## src/rtl/game_ctrl_fsm.sv

```systemverilog
// Game-flow controller for the loop-it-in arcade datapath: one-hot state register,
// lives counter, tick-driven penalty timer, pushbutton edge detection and a PAUSE mode.
module game_ctrl_fsm #(
    parameter int NUM_LIVES     = 3,
    parameter int LIVES_W       = 2,
    parameter int PENALTY_TICKS = 4,
    parameter int TIMER_W       = 3
) (
    input  logic               clk,
    input  logic               reset,
    input  logic               pb1,
    input  logic               pb2,
    input  logic               tick,
    input  logic               collision,
    input  logic               paddlegone,
    output logic [6:0]         state,
    output logic [LIVES_W-1:0] lives,
    output logic [TIMER_W-1:0] timer,
    output logic               movecarpet,
    output logic               moveball,
    output logic               movepaddle,
    output logic               paddlehide,
    output logic               resetpositions,
    output logic               decrementlives,
    output logic               game_over
);

    typedef enum logic [6:0] {
        S_STARTGAME  = 7'b0000001,
        S_IDLE       = 7'b0000010,
        S_PLAY       = 7'b0000100,
        S_FLASH      = 7'b0001000,
        S_PADDLEFALL = 7'b0010000,
        S_NOPADDLES  = 7'b0100000,
        S_PAUSE      = 7'b1000000
    } state_t;

    localparam logic [LIVES_W-1:0] LIVES_INIT = LIVES_W'(NUM_LIVES);
    localparam logic [TIMER_W-1:0] TIMER_LAST = TIMER_W'(PENALTY_TICKS - 1);

    state_t             state_q, state_d;
    logic [LIVES_W-1:0] lives_q, lives_d;
    logic [TIMER_W-1:0] timer_q, timer_d;
    logic               pb1_q, pb1_d, pb2_q, pb2_d;
    logic               pb1_arm_q, pb1_arm_d, pb2_arm_q, pb2_arm_d;
    logic               pb1_rise, pb2_rise;

    // A button already held while reset is asserted stays disarmed until it is released.
    always_comb begin
        pb1_d     = pb1;
        pb2_d     = pb2;
        pb1_arm_d = reset ? ~pb1 : (pb1_arm_q | ~pb1);
        pb2_arm_d = reset ? ~pb2 : (pb2_arm_q | ~pb2);
        pb1_rise  = pb1 & ~pb1_q & pb1_arm_q;
        pb2_rise  = pb2 & ~pb2_q & pb2_arm_q;
    end

    always_comb begin
        state_d        = state_q;
        lives_d        = lives_q;
        timer_d        = timer_q;
        decrementlives = 1'b0;
        game_over      = 1'b0;
        case (state_q)
            S_STARTGAME: begin
                if (pb2_rise) begin
                    state_d = S_PLAY;
                    lives_d = LIVES_INIT;
                end
            end
            S_IDLE: begin
                if (pb2_rise) state_d = S_PLAY;
            end
            S_PLAY: begin
                if (collision || paddlegone) begin
                    state_d        = collision ? S_FLASH : S_PADDLEFALL;
                    lives_d        = (lives_q == '0) ? '0 : lives_q - LIVES_W'(1);
                    timer_d        = '0;
                    decrementlives = 1'b1;
                end else if (pb1_rise) begin
                    state_d = S_PAUSE;
                end
            end
            S_PAUSE: begin
                if (pb1_rise) state_d = S_PLAY;
            end
            S_FLASH, S_PADDLEFALL: begin
                if (tick) begin
                    if (timer_q == TIMER_LAST) begin
                        timer_d = '0;
                        if (lives_q == '0) begin
                            state_d   = S_NOPADDLES;
                            game_over = 1'b1;
                        end else begin
                            state_d = S_IDLE;
                        end
                    end else begin
                        timer_d = timer_q + TIMER_W'(1);
                    end
                end
            end
            S_NOPADDLES: begin
                if (pb1_rise) state_d = S_STARTGAME;
            end
            default: state_d = S_STARTGAME;
        endcase
        // Reset aborts the transition in flight, so its pulses must not escape.
        if (reset) begin
            decrementlives = 1'b0;
            game_over      = 1'b0;
        end
    end

    always_ff @(posedge clk) begin
        if (reset) begin
            state_q <= S_STARTGAME;
            lives_q <= LIVES_INIT;
            timer_q <= '0;
            pb1_q   <= 1'b0;
            pb2_q   <= 1'b0;
        end else begin
            state_q <= state_d;
            lives_q <= lives_d;
            timer_q <= timer_d;
            pb1_q   <= pb1_d;
            pb2_q   <= pb2_d;
        end
        pb1_arm_q <= pb1_arm_d;
        pb2_arm_q <= pb2_arm_d;
    end

    always_comb begin
        state          = state_q;
        lives          = lives_q;
        timer          = timer_q;
        movecarpet     = state_q[2] | state_q[3] | state_q[4] | state_q[5];
        moveball       = state_q[2] | state_q[3] | state_q[4] | state_q[5];
        movepaddle     = state_q[2] | state_q[3] | state_q[4];
        paddlehide     = state_q[5];
        resetpositions = state_q[0] | state_q[1];
    end

endmodule
```

## config.mk

```make
export PLATFORM = sky130hd
export DESIGN_NAME = game_ctrl_fsm
export DESIGN_NICKNAME = d
export VERILOG_FILES = /design/src/rtl/game_ctrl_fsm.sv
export SDC_FILE = /design/constraint.sdc
export NUM_CORES = 1
export LEC_CHECK = 0
export ABC_CLOCK_PERIOD_IN_PS = 2100
export CAP_MARGIN = 30
export CORE_MARGIN = 2
export CORE_UTILIZATION = 30
export CTS_CLUSTER_DIAMETER = 30
export DETAILED_ROUTE_END_ITERATION = 8
export GPL_TIMING_DRIVEN = 1
export PLACE_DENSITY = 0.53
export SLEW_MARGIN = 25
export SYNTH_ARGS = -nofsm -noshare
export SYNTH_HDL_FRONTEND = slang
export SYNTH_SLANG_ARGS = --single-unit
```

## constraint.sdc

```tcl
create_clock -name clk -period 2.1 [get_ports clk]
set_clock_uncertainty 0.05 [all_clocks]
set_input_delay 0.525 -clock clk [delete_from_list [all_inputs] [get_ports clk]]
set_output_delay 0.525 -clock clk [all_outputs]
set_load 0.02 [all_outputs]
```

==> results.toml <==
[global_route]
met1_usage_pct = 21.31
global_route.usage.total_pct = 15.97
first_global_vias = 918
pin_count_of_the_biggest_net_entering_global_routing = 16
busiest_layer = "met2"
grt_util_met2_pct = 25.32
gr-usage-met3_pct = 4.688
globalRoute.totalOverflow = 0
grt_first_pass_wirelength_um = 4091
antenna_found_initial = 0

[synthesis]
postSynthAreaPerCell_um2 = 8.470
synth_top_family_by_area = "simple AND/OR/NAND/NOR gates"
yosysWarningCount = 0
number_of_flip_flops_and_latches_in_the_synthesized_netlist = 16
post_synth_mux_area_share_pct = 2.273
yosys.area_share.simple_pct = 32.53
ys_async_sr_fraction_pct = 0
part_of_the_yosys_area_used_for_sequential_elements_pct = 36.36
syn-num-nets = 112
xor_xnor_fraction_of_synth_area_pct = 2.983
synth_enable_flop_cells = 0
mappedNetlistArea_um2 = 880.8
yosys.area_share.adder_pct = 1.420
synthFlopType = "sky130_fd_sc_hd__dfxtp_1"
synth.lib_cells_used.distinct = 35
synthCells = 104
synth_compound_gate_area_share_pct = 17.19

[route]
first_pass_iters = 4
antenna_violating_nets_post_route = 0
finalWirelength_um = 2423
via_count = 946
route.detailed.vias_per_inst = 4.979
drt_iter0_drc = 24
post-route-drc-count = 0
routedWlPerCell_um = 12.75

[pwr]
overall_power_after_layout_mw = 1.087
power.leakage_nw = 0.6729
p_per_area_nw_per_um2 = 759.9
vdd_drop_max_v = 0.0004988

[sta]
final_hold_viol_count = 0
final_worst_path_period_share_pct = 105.7
timing.slew.headroom_pct = 72.35
post-route-worst-setup-slack_ns = -0.1197
setup_viol = 2
final.setup.tns_ns = -0.1862
worst_pin_slew_ns = 0.4104
whs_ns = 0.4077
setup_repair_after_global_routing_missed_its_margin = "true"
layout_min_cycle_time_ns = 2.220
timing.fmax_mhz = 450.5
slew_viols_final = 0

[worst_setup_path]
worst_path_cell_trace = "nor4_4, or3b_4, nor3_4, buf_6"
cpMaxStageDelayCell = "sky130_fd_sc_hd__or3b_4"
worst_setup_path_start_kind = "flop"
crit_path_start = "state[1]$_SDFFE_PP0P_"
worst_path_dominant_cell_family = "simple AND/OR/NAND/NOR gates"
crit-reg2reg-launch = "state[6]$_SDFFE_PP0P_"
max_stage_delay_ns = 0.44
criticalPathCategory = "flop to output pin"
required_time_at_the_endpoint_of_the_critical_path_ns = 1.52
crit_path_end_kind = "output pin"
worstPathBufferInverterCount = 1
worst-path-max-fanout = 3
worst-endpoint-arrival_ns = 1.64

[clock_network]
clock-root-buffer = "sky130_fd_sc_hd__clkbuf_4"
number_of_buffers_created_by_cts = 3
clkSinkCount = 16
h-tree-depth = 1
clock_tree_from_tritoncts = "built"
clock_tree.buffer_depth = 2
clk-insertion-delay-late_ns = 0.29
clk_transition_reported_paths_ns = 0.09

[final_layout]
finalNetCount = 169
num_antenna_cells = 0
utilization_pct = 51.42
multi_input_comb_area_um2 = 526.8
synthToLayoutAreaGrowth_pct = 62.36
register_area_um2 = 324.1
filler_cell_count = 275
layout-drive-gt1-share_pct = 35.22

[outcome]
violations = "setup timing"
run_status = "finished, violations left"

[floorplanning]
die_h_um = 58.19
die-area_um2 = 3385
design.core.area_um2 = 2781
io_pins = 26
num_rows = 19
effective_utilization_at_floorplan_pct = 31.67
die_x_um = 58.19

[placed_design]
placement.io_buffers = 25
pre_cts_slack_ns = -0.3932
place.gp.congestion = 0.8561
dp.final_hpwl_um = 1931

[run]
max_capacitance_violation_count = 0

[hold_path]
worstHoldStart = "pb2_arm_q$_DFF_P_"
hold_path.class = "flop to flop"
==> worst min-delay path: cells and delay by family (launching register included) <==
family / cells / cell delay, ns
flip-flops: 1 / 0.32
AO/OA/AOI/OAI: 1 / 0.05
buffers and inverters: 1 / 0.04
==> registers in the layout, summed over array words and instances (netlist names) <==
| register | flops |
|---|---|
| pb1_arm_q | 1 |
| lives | 2 |
| pb2_arm_q | 1 |
| pb2_q | 1 |
| timer | 3 |
| pb1_q | 1 |
| state | 7 |
==> cells by family after synthesis <==
logic type,Yosys count
and+or+nand+nor,46
AOI/OAI and AO/OA,23
DFF,16
buffers and inverters,13
xor gates and xnor gates,3
muxes,2
adders and majority gates,1
==> cells in the mapped netlist (2+ instances only) <==
| cell type | instances | area share [%] |
|---|---|---|
| sky130_fd_sc_hd__mux2i_1 | 2 | 2.3 |
| sky130_fd_sc_hd__xnor2_1 | 3 | 3.0 |
| sky130_fd_sc_hd__buf_4 | 2 | 1.7 |
| sky130_fd_sc_hd__nor2_1 | 11 | 4.7 |
| sky130_fd_sc_hd__clkbuf_1 | 2 | 0.85 |
| sky130_fd_sc_hd__a22oi_1 | 2 | 1.7 |
| sky130_fd_sc_hd__dfxtp_1 | 16 | 36 |
| sky130_fd_sc_hd__nor2b_1 | 4 | 2.8 |
| sky130_fd_sc_hd__a21oi_1 | 6 | 3.4 |
| sky130_fd_sc_hd__inv_1 | 8 | 3.4 |
| sky130_fd_sc_hd__nand4_1 | 3 | 2.1 |
| sky130_fd_sc_hd__nor4_1 | 3 | 2.1 |
| sky130_fd_sc_hd__o21a_1 | 2 | 1.7 |
| sky130_fd_sc_hd__nor4_4 | 2 | 4.8 |
| sky130_fd_sc_hd__nand3_1 | 2 | 1.1 |
| sky130_fd_sc_hd__nand2_1 | 6 | 2.6 |
| sky130_fd_sc_hd__nor3_1 | 5 | 2.8 |
| sky130_fd_sc_hd__nand3b_1 | 2 | 1.7 |
| sky130_fd_sc_hd__o21ai_0 | 7 | 4.0 |
==> layer usage <==
layer  vias to the layer above  share of wire, %  routed length (µm)
met3                         4               5.9                 143
met1                       437                45                1095
li1                        478                 -                   -
met2                        27                48                1158
met4                         0               1.0                  25
met5                         -                 0                   0
==> final cells by class <==
cell class / instances / area share (%)
Clock buffer: 3 / 1.575
Inverter: 8 / 2.100
Multi-Input combinational cell: 75 / 36.83
Sequential cell: 16 / 22.66
Tap cell: 31 / 2.712
Timing Repair Buffer: 57 / 34.12
==> report_power, final <==
group	leakage, nW	switching, mW	internal [mW]
clock network	0.0138	0.0968	0.0668
registers	0.132	0.0156	0.329
logic	0.527	0.298	0.281
total	0.673	0.410	0.677
==> cell usage in the layout, fill, tap and decap left out, types with 3 or more instances in the layout <==
cell,count
sky130_fd_sc_hd__inv_1,7
sky130_fd_sc_hd__nor4_1,3
sky130_fd_sc_hd__dfxtp_2,3
sky130_fd_sc_hd__nor2b_1,4
sky130_fd_sc_hd__clkbuf_4,3
sky130_fd_sc_hd__nor3_1,3
sky130_fd_sc_hd__buf_6,3
sky130_fd_sc_hd__dfxtp_1,13
sky130_fd_sc_hd__o21ai_0,6
sky130_fd_sc_hd__buf_4,32
sky130_fd_sc_hd__nor2_1,9
sky130_fd_sc_hd__clkdlybuf4s50_1,17
sky130_fd_sc_hd__a21oi_1,6
sky130_fd_sc_hd__nand4_1,3
sky130_fd_sc_hd__nand2_1,6
sky130_fd_sc_hd__xnor2_1,3
==> path summary, 6_finish.rpt <==
path / endpoint / cells past startpoint / slack (ns)
worst max-delay path: game_over / 4 / -0.12
worst min-delay path: pb2_arm_q$_DFF_P_ / 2 / 0.41
worst max register to register: state[1]$_SDFFE_PP0P_ / 8 / 0.27
worst min register to register: pb2_arm_q$_DFF_P_ / 2 / 0.41
==> per-stage QoR <==
stage | area (µm²) | instances
floorplan | 898.4 | 104
global placement | 1379 | 185
detailed placement | 1379 | 185
CTS | 1405 | 189
global route | 1430 | 190
finish | 1430 | 190
==> what timing repair did <==
action                                  4_1_cts  5_1_grt
buffers inserted                              1        1
resized for setup                            26       10
pin swaps                                     1        1
hold buffers                                  0        0
endpoints found under the setup margin        6        8
Note: power is estimated with default switching activity, not from simulation.
